[src/rtl/mem_port_arbiter_if.sv]
// Requester-side bundle for mem_port_arbiter: port 0 (fetch) and port 1 (load/store).
interface mem_port_arbiter_if #(
   parameter int ADDR_W = 12,
   parameter int DATA_W = 32
);
   logic              p0_req;
   logic              p0_we;
   logic [ADDR_W-1:0] p0_addr;
   logic [DATA_W-1:0] p0_wdata;
   logic              p0_ack;
   logic [DATA_W-1:0] p0_rdata;

   logic              p1_req;
   logic              p1_we;
   logic [ADDR_W-1:0] p1_addr;
   logic [DATA_W-1:0] p1_wdata;
   logic              p1_ack;
   logic [DATA_W-1:0] p1_rdata;

   modport master (
      output p0_req, p0_we, p0_addr, p0_wdata,
      input  p0_ack, p0_rdata,
      output p1_req, p1_we, p1_addr, p1_wdata,
      input  p1_ack, p1_rdata
   );

   modport slave (
      input  p0_req, p0_we, p0_addr, p0_wdata,
      output p0_ack, p0_rdata,
      input  p1_req, p1_we, p1_addr, p1_wdata,
      output p1_ack, p1_rdata
   );
endinterface

[src/rtl/mem_port_arbiter.sv]
// Two-port arbiter/sequencer for a single-port synchronous memory: one access per
// IDLE->ISSUE->CAPTURE->DONE pass, registered outputs, one-cycle ack per access.
module mem_port_arbiter #(
   parameter int ADDR_W         = 12,
   parameter int DATA_W         = 32,
   parameter bit FIXED_PRIORITY = 1'b0
) (
   input  logic              clk,
   input  logic              rst_n,
   mem_port_arbiter_if.slave bus,
   output logic              o_mem_en,
   output logic              o_mem_read_write,
   output logic [ADDR_W-1:0] o_mem_address,
   output logic [DATA_W-1:0] o_mem_data_in,
   input  logic [DATA_W-1:0] i_mem_data_out,
   output logic              o_busy,
   output logic              o_grant_id
);
   typedef enum logic [1:0] {ST_IDLE, ST_ISSUE, ST_CAPTURE, ST_DONE} state_t;

   state_t            r_state;
   state_t            w_next_state;
   logic              r_last_grant;
   logic              r_is_write;
   logic              r_mem_en;
   logic              r_mem_rw;
   logic [ADDR_W-1:0] r_mem_addr;
   logic [DATA_W-1:0] r_mem_din;
   logic              r_busy;
   logic              r_grant_id;
   logic              r_p0_ack;
   logic              r_p1_ack;
   logic [DATA_W-1:0] r_p0_rdata;
   logic [DATA_W-1:0] r_p1_rdata;
   logic              w_any_req;
   logic              w_win_id;

   // On a tie, round-robin favours the port that did not win last time.
   always_comb begin
      w_any_req = bus.p0_req | bus.p1_req;
      w_win_id  = bus.p1_req;
      if (bus.p0_req && bus.p1_req) begin
         w_win_id = FIXED_PRIORITY ? 1'b0 : ~r_last_grant;
      end
   end

   // NOTE: every always_comb output gets a default first, so no path can infer a latch.
   always_comb begin
      w_next_state = r_state;
      case (r_state)
         ST_IDLE:    if (w_any_req) w_next_state = ST_ISSUE;
         ST_ISSUE:   w_next_state = ST_CAPTURE;
         ST_CAPTURE: w_next_state = ST_DONE;
         ST_DONE:    w_next_state = ST_IDLE;
         default:    w_next_state = ST_IDLE;
      endcase
   end

   // NOTE: sequential state uses non-blocking assignments so all registers see pre-edge values.
   always_ff @(posedge clk or negedge rst_n) begin
      if (!rst_n) r_state <= ST_IDLE;
      else        r_state <= w_next_state;
   end

   always_ff @(posedge clk or negedge rst_n) begin
      if (!rst_n) begin
         r_last_grant <= 1'b1;
         r_is_write   <= 1'b0;
         r_mem_en     <= 1'b0;
         r_mem_rw     <= 1'b0;
         r_mem_addr   <= '0;
         r_mem_din    <= '0;
         r_busy       <= 1'b0;
         r_grant_id   <= 1'b0;
         r_p0_ack     <= 1'b0;
         r_p1_ack     <= 1'b0;
         r_p0_rdata   <= '0;
         r_p1_rdata   <= '0;
      end else begin
         r_p0_ack <= 1'b0;
         r_p1_ack <= 1'b0;
         r_busy   <= (w_next_state != ST_IDLE);
         case (r_state)
            ST_IDLE: begin
               if (w_any_req) begin
                  r_grant_id   <= w_win_id;
                  r_last_grant <= w_win_id;
                  r_mem_en     <= 1'b1;
                  r_mem_rw     <= w_win_id ? bus.p1_we    : bus.p0_we;
                  r_is_write   <= w_win_id ? bus.p1_we    : bus.p0_we;
                  r_mem_addr   <= w_win_id ? bus.p1_addr  : bus.p0_addr;
                  r_mem_din    <= w_win_id ? bus.p1_wdata : bus.p0_wdata;
               end else begin
                  r_mem_en <= 1'b0;
                  r_mem_rw <= 1'b0;
               end
            end
            ST_ISSUE: begin
               r_mem_en <= 1'b0;
               r_mem_rw <= 1'b0;
            end
            ST_CAPTURE: begin
               // Read data is only valid (driven) in this state, and only after a read.
               if (r_grant_id) begin
                  r_p1_ack <= 1'b1;
                  if (!r_is_write) r_p1_rdata <= i_mem_data_out;
               end else begin
                  r_p0_ack <= 1'b1;
                  if (!r_is_write) r_p0_rdata <= i_mem_data_out;
               end
            end
            default: ;
         endcase
      end
   end

   assign o_mem_en         = r_mem_en;
   assign o_mem_read_write = r_mem_rw;
   assign o_mem_address    = r_mem_addr;
   assign o_mem_data_in    = r_mem_din;
   assign o_busy           = r_busy;
   assign o_grant_id       = r_grant_id;
   assign bus.p0_ack       = r_p0_ack;
   assign bus.p1_ack       = r_p1_ack;
   assign bus.p0_rdata     = r_p0_rdata;
   assign bus.p1_rdata     = r_p1_rdata;
endmodule

[src/flat_wrapper.sv]
// flat-port wrapper written by rule: the top's interface ports become plain ports
module mem_port_arbiter_flat 
#(
   parameter int ADDR_W         = 12,
   parameter int DATA_W         = 32,
   parameter bit FIXED_PRIORITY = 1'b0
)
  (clk, rst_n, o_mem_en, o_mem_read_write, o_mem_address, o_mem_data_in, i_mem_data_out, o_busy, o_grant_id, bus_p0_req, bus_p0_we, bus_p0_addr, bus_p0_wdata, bus_p0_ack, bus_p0_rdata, bus_p1_req, bus_p1_we, bus_p1_addr, bus_p1_wdata, bus_p1_ack, bus_p1_rdata);
  mem_port_arbiter_if #(.ADDR_W(ADDR_W), .DATA_W(DATA_W)) bus_i ();
  input  logic clk;
  input  logic rst_n;
  output logic o_mem_en;
  output logic o_mem_read_write;
  output logic [ADDR_W-1:0] o_mem_address;
  output logic [DATA_W-1:0] o_mem_data_in;
  input  logic [DATA_W-1:0] i_mem_data_out;
  output logic o_busy;
  output logic o_grant_id;
  input wire logic [$bits(bus_i.p0_req)-1:0] bus_p0_req;
  input wire logic [$bits(bus_i.p0_we)-1:0] bus_p0_we;
  input wire logic [$bits(bus_i.p0_addr)-1:0] bus_p0_addr;
  input wire logic [$bits(bus_i.p0_wdata)-1:0] bus_p0_wdata;
  output wire logic [$bits(bus_i.p0_ack)-1:0] bus_p0_ack;
  output wire logic [$bits(bus_i.p0_rdata)-1:0] bus_p0_rdata;
  input wire logic [$bits(bus_i.p1_req)-1:0] bus_p1_req;
  input wire logic [$bits(bus_i.p1_we)-1:0] bus_p1_we;
  input wire logic [$bits(bus_i.p1_addr)-1:0] bus_p1_addr;
  input wire logic [$bits(bus_i.p1_wdata)-1:0] bus_p1_wdata;
  output wire logic [$bits(bus_i.p1_ack)-1:0] bus_p1_ack;
  output wire logic [$bits(bus_i.p1_rdata)-1:0] bus_p1_rdata;
  assign bus_i.p0_req = bus_p0_req;
  assign bus_i.p0_we = bus_p0_we;
  assign bus_i.p0_addr = bus_p0_addr;
  assign bus_i.p0_wdata = bus_p0_wdata;
  assign bus_p0_ack = bus_i.p0_ack;
  assign bus_p0_rdata = bus_i.p0_rdata;
  assign bus_i.p1_req = bus_p1_req;
  assign bus_i.p1_we = bus_p1_we;
  assign bus_i.p1_addr = bus_p1_addr;
  assign bus_i.p1_wdata = bus_p1_wdata;
  assign bus_p1_ack = bus_i.p1_ack;
  assign bus_p1_rdata = bus_i.p1_rdata;
  mem_port_arbiter #(.ADDR_W(ADDR_W), .DATA_W(DATA_W), .FIXED_PRIORITY(FIXED_PRIORITY)) u_core (.clk(clk), .rst_n(rst_n), .bus(bus_i), .o_mem_en(o_mem_en), .o_mem_read_write(o_mem_read_write), .o_mem_address(o_mem_address), .o_mem_data_in(o_mem_data_in), .i_mem_data_out(i_mem_data_out), .o_busy(o_busy), .o_grant_id(o_grant_id));
endmodule
[config.mk]
export PLATFORM = sky130hd
export DESIGN_NAME = mem_port_arbiter_flat
export DESIGN_NICKNAME = d
export VERILOG_FILES = /design/src/rtl/mem_port_arbiter_if.sv /design/src/rtl/mem_port_arbiter.sv /design/src/flat_wrapper.sv
export SDC_FILE = /design/constraint.sdc
export NUM_CORES = 1
export LEC_CHECK = 0
export BUFFER_PORTS_ARGS = -buffer_cell sky130_fd_sc_hd__clkbuf_2
export CORE_AREA = 3 3 111 113
export CTS_BUF_LIST = sky130_fd_sc_hd__clkbuf_4 sky130_fd_sc_hd__clkbuf_8
export DETAILED_ROUTE_END_ITERATION = 8
export DIE_AREA = 0 0 114 116
export MAX_ROUTING_LAYER = met4
export PLACE_DENSITY = 0.77
export SKIP_CTS_REPAIR_TIMING = 1
export SLEW_MARGIN = 20
export SYNTH_ARGS = -nofsm -noshare
export SYNTH_HDL_FRONTEND = slang
export SYNTH_SLANG_ARGS = --single-unit
[constraint.sdc]
create_clock -name clk -period 2.1 [get_ports clk]
set_clock_uncertainty 0.05 [all_clocks]
set_input_delay 0.21 -clock clk [delete_from_list [all_inputs] [get_ports clk]]
set_output_delay 0.21 -clock clk [all_outputs]
set_load 0.005 [all_outputs]
Word-level counts from Yosys, hierarchy flattened --
Cells that the tools add are included.
Storage, ports and cells: flip-flop bits (word level) 118, bits in latches 0, bits in writable memories 0, ROM bits 0, bits of input ports 126, logic and storage cells 41, memories 0
Operators by class: $add $sub $neg 0, multipliers 0, div/mod/pow operators 0, $lt $le $gt $ge 0, eq/ne operators 3, shift-type cells 0, muxes and demuxes 14, bitwise gates (word level) 4, reduce and logical (&&, ||, !) cells 7
Operators by type and width (number):
- 32-bit two-way mux | 1
- 12-bit two-way mux | 1
- 1-bit two-way mux | 8
- 2-bit one-hot mux with 4 select lines | 1
- 3-bit AND reduction | 2
- 2-bit == test, second input constant | 2
- 1-bit one-hot mux with 2 select lines | 2
- 2-bit nonzero test | 2
- 1-bit NOT | 3
- 2-bit by 1-bit == test with 1-bit output, second input constant | 1
- 2-bit zero test | 1
- 2-bit two-way mux | 1
- 2-bit AND reduction | 1
- 1-bit logical AND | 1
- 1-bit OR | 1

Longest topological paths before layout --
depth in word-level cells 5, mapped depth 7, mapped depth without buffers 5

Worst setup path after synthesis --
Ideal clock, no wire load.
path kind register -> register, start point reg u_core.r_state[0], end point reg u_core.r_p0_rdata[10], in the netlist u_core.bus.p0_rdata[10], library setup time 0.125 ns, arrival 1.448 ns, setup slack 0.477 ns, stages on the path, launching flop included 8, buffers on the path 2, cell sequence dfrtp_1 -> inv_1 -> ha_1 -> nor2b_2 -> nor2b_4 -> buf_6 -> buf_6 -> mux2_4
Between the ends: word-level cells in the longest chain between the ends 2
Ends and longest elaborated chain:
- from (decl) | line mem_port_arbiter.sv:21 | state_t r_state;
- from (signal assigned) | line mem_port_arbiter.sv:62 | else r_state <= w_next_state;
- 2-bit == test | line mem_port_arbiter.sv:83 | case (r_state)
- 3-bit AND reduction (no source line)
- to (signal assigned) | line mem_port_arbiter.sv:109 | if (!r_is_write) r_p0_rdata <= i_mem_data_out;
- to (decl) | line mem_port_arbiter.sv:33 | logic [DATA_W-1:0] r_p0_rdata;
No other way between the ends. A chain may end at the register's enable or synchronous reset.

Final worst setup path --
start point reg u_core.r_state[0], end point reg u_core.r_p0_rdata[31], in the netlist u_core.bus.p0_rdata[31]
The elaborated chain is that of the path after synthesis.

==> impl_metrics.env <==
export IMPL_status="finished clean"
export IMPL_seqCellArea_um2=2950
export IMPL_grt_pass1_vias=3797
export IMPL_cts_tree="done"
export IMPL_grt_max_degree=67
export IMPL_yosysUniqueCellTypes=27
export IMPL_cts_root_buf="clkbuf_8"
export IMPL_final_layout_size_suffix_gt1_share_pct=49.8
export IMPL_worst_slew_pin_slew_ns=0.659
export IMPL_crit_path_max_incr_delay_ns=0.40
export IMPL_rows=39
export IMPL_setup_slack_ns=0.290
export IMPL_tns_ns=0
export IMPL_final_nets=819
export IMPL_multi_input_area_um2=1980
export IMPL_hold_path_class="in -> reg"
export IMPL_worst_path_dominant_cell_family="flip-flops"
export IMPL_cp_depth=6
export IMPL_crit_chain="inv_1 > ha_1 > nor2b_2 > nor2b_4 > buf_12 > mux2_2"
export IMPL_finalHoldViolations=0
export IMPL_p_int_mw=7.40
export IMPL_start_util_pct=44.8
export IMPL_avgSynthCellArea_um2=14.0
export IMPL_p_sw_share_pct=31.4
export IMPL_whs_endpoint="u_core.o_mem_data_in[5]"
export IMPL_period_share_pct=86.2
export IMPL_fin_crit_ns=1.81
export IMPL_clk_pin_slew_worst_paths_ns=0.07
export IMPL_crit_required_ns=2.36
export IMPL_wl_per_cell_um=17.2
export IMPL_cp_arrival_ns=2.07
export IMPL_r2r_setup_slack_ns=0.29
export IMPL_slew_headroom_pct=55.9
export IMPL_rsz0062_at_grt="false"
export IMPL_core_um2=11400
export IMPL_ys_seq_elements=118
export IMPL_die_w_um=114
export IMPL_grt_ovfl_total=0
export IMPL_critical_path_max_fanout=32
export IMPL_synthCells=366
export IMPL_gp_congestion=0.805
export IMPL_cts_buffer_depth=2
export IMPL_worstHoldStart="bus_p1_wdata[5]"
export IMPL_antenna_left=0
export IMPL_via_count=4124
export IMPL_place_area_um2=6450
export IMPL_p_switching_mw=3.38
export IMPL_track_usage_pct=19.3
export IMPL_seq_power_share_pct=38.7
export IMPL_cts_sinks=118
export IMPL_cp_slowest_cell="dfrtp_1"
export IMPL_htreeDepth=4
export IMPL_syn_to_final_growth_pct=51.2
export IMPL_die_area_um2=13200
export IMPL_grt_antenna_before_repair=0
export IMPL_maxCapViolations=0
export IMPL_worstHoldPathCells=3
export IMPL_yosysWarnings=0
export IMPL_regToRegStartpoint="u_core.r_state[0]"
export IMPL_crit_start="u_core.r_state[0]"
export IMPL_pwr_share_comb_pct=38.7
export IMPL_drtIter0Drc=299
export IMPL_vdd_drop_max_mv=1.00
export IMPL_ioPinCount=240
export IMPL_worstRegToRegCells=6
export IMPL_drtPass1Iterations=4
export IMPL_clk_latency_ns=0.43
export IMPL_drv_slew=0
export IMPL_end_kind="flip-flop"
export IMPL_power_density_nw_per_um2=1390
export IMPL_syn_nets=495
export IMPL_leakagePower_nw=4.15
export IMPL_finish_instance_area_um2=7730
export IMPL_crit_buf_inv=2
export IMPL_crit_type="reg -> reg"
export IMPL_setup_viol=0
export IMPL_yosysSeqAreaShare_pct=57.7
export IMPL_fillers=777
export IMPL_syn_area_um2=5120
export IMPL_io_buffers=239
export IMPL_antenna_cells=0
export IMPL_dp_hpwl_um=9110
export IMPL_r2r_end="u_core.bus.p0_rdata[31]"
export IMPL_postLayoutCoreUtil_pct=67.7
export IMPL_grt_pass1_wl_um=18900
export IMPL_cp_start_kind="flip-flop"
export IMPL_die_h_um=116
export IMPL_pwr_share_clk_pct=22.6
export IMPL_place_ws_ns=0.302
export IMPL_cts_buffers=17
export IMPL_totalWireLength_um=14600
export IMPL_vias_per_cell=4.87
export IMPL_drc=0
export IMPL_fmax_mhz=552
==> logic make-up after synthesis <==
kind of cell	synth area share, %
flops	57.7
mux	27.1
fa+ha+maj	0.734
buf+inv	3.91
simple gates	4.72
compound gates	5.80
==> power by group through the flow <==
stage	Combinational, mW	Clock, mW	Sequential (mW)
5_1_grt	4.54	2.61	4.30
2_1_floorplan	2.28	0	4.14
4_1_cts	4.03	2.51	4.14
3_5_place_dp	4.02	0	4.15
6_report	4.17	2.44	4.18
3_3_place_gp	3.90	0	4.11
==> metrics by stage <==
step                      hold WS (ns)  instances  power [mW]
after floorplan                 -0.136        366        6.42
after global placement           0.162        733        8.01
after detailed placement         0.173        733        8.17
after CTS                       -0.315        765        10.7
after global routing          -0.00738        846        11.5
final                           0.0114        846        10.8
==> worst register-to-register path, stage by stage (launching register included) <==
cell	delay, ns
dfrtp_1	0.40
inv_1	0.09
ha_1	0.18
nor2b_2	0.16
nor2b_4	0.17
buf_12	0.25
mux2_2	0.40
==> metal layers <==
layer / global-route usage (%) / share of wire [%] / vias to the layer above
li1: - / - / 1921
met1: 22.9 / 40 / 1963
met3: 7.99 / 7.7 / 22
met4: 6.25 / 1.8 / 0
met5: - / 0 / -
met2: 29.9 / 50 / 218
==> worst max path at each step <==
stage	to
floorplan	u_core.bus.p0_rdata[10]
global placement	u_core.bus.p0_rdata[0]
detailed placement	u_core.bus.p0_rdata[31]
CTS	u_core.bus.p0_rdata[31]
global route	u_core.bus.p0_rdata[31]
finish	u_core.bus.p0_rdata[31]
==> cell usage after synthesis <==
master / instances / area, um^2
nor3_1: 1 / 5.00
mux2_2: 4 / 45.0
nor2_1: 1 / 3.75
mux2i_1: 44 / 440
clkbuf_1: 3 / 11.3
buf_2: 7 / 35.0
nor2b_1: 1 / 6.26
inv_1: 2 / 7.51
a31oi_1: 2 / 12.5
dfstp_2: 1 / 26.3
buf_6: 13 / 146
a21bo_1: 1 / 10.0
and2_1: 1 / 6.26
nor2b_2: 1 / 8.76
o21ai_0: 5 / 25.0
dfrtp_1: 117 / 2930
nand2b_1: 3 / 18.8
mux2_4: 60 / 901
a21boi_0: 1 / 7.51
a22o_1: 1 / 8.76
o21ai_1: 40 / 200
a21o_1: 1 / 7.51
nor2b_4: 1 / 13.8
a21oi_1: 5 / 25.0
ha_1: 3 / 37.5
nand2_1: 46 / 173
or2_2: 1 / 6.26
==> cell usage in the layout, fill, tap and decap left out <==
| cell type | n |
|---|---|
| clkbuf_2 | 238 |
| dfrtp_1 | 117 |
| dlygate4sd3_1 | 81 |
| mux2_4 | 60 |
| nand2_1 | 46 |
| mux2i_1 | 44 |
| o21ai_1 | 39 |
| clkbuf_8 | 20 |
| buf_12 | 6 |
| a21oi_1 | 5 |
| o21ai_0 | 5 |
| bufinv_16 | 5 |
| mux2_2 | 4 |
| clkbuf_4 | 4 |
| ha_1 | 3 |
| buf_4 | 3 |
| inv_1 | 2 |
| nand2b_1 | 2 |
| a31oi_1 | 2 |
| clkinv_2 | 2 |
| nor3_1 | 1 |
| nor2_1 | 1 |
| or2_2 | 1 |
| and2_1 | 1 |
| nor2b_2 | 1 |
| nand2b_2 | 1 |
| nor2b_4 | 1 |
| o21ai_4 | 1 |
| a21bo_2 | 1 |
| a21boi_0 | 1 |
| a21o_1 | 1 |
| nor2b_1 | 1 |
| a22o_1 | 1 |
| clkinv_4 | 1 |
| dfstp_2 | 1 |
==> flip-flops by register name (all words and copies together), names as in the netlist <==
signal	flops
u_core.bus.p0_rdata	32
u_core.bus.p1_rdata	32
u_core.o_mem_data_in	32
u_core.o_mem_address	12
u_core.r_state	2
u_core.bus.p0_ack	1
u_core.bus.p1_ack	1
u_core.o_busy	1
u_core.o_grant_id	1
u_core.o_mem_en	1
u_core.o_mem_read_write	1
u_core.r_is_write	1
u_core.r_last_grant	1
==> area by class of cell <==
class | count | share of cell area, %
inverters | 2 | 0.0971
flip-flops and latches | 118 | 38.2
clock inverters | 8 | 2.18
well taps | 143 | 2.31
multi-input cells | 223 | 25.5
repair buffers | 328 | 27.7
clock buffers | 24 | 3.95
No activity file was read; power rests on OpenSTA's default activity.
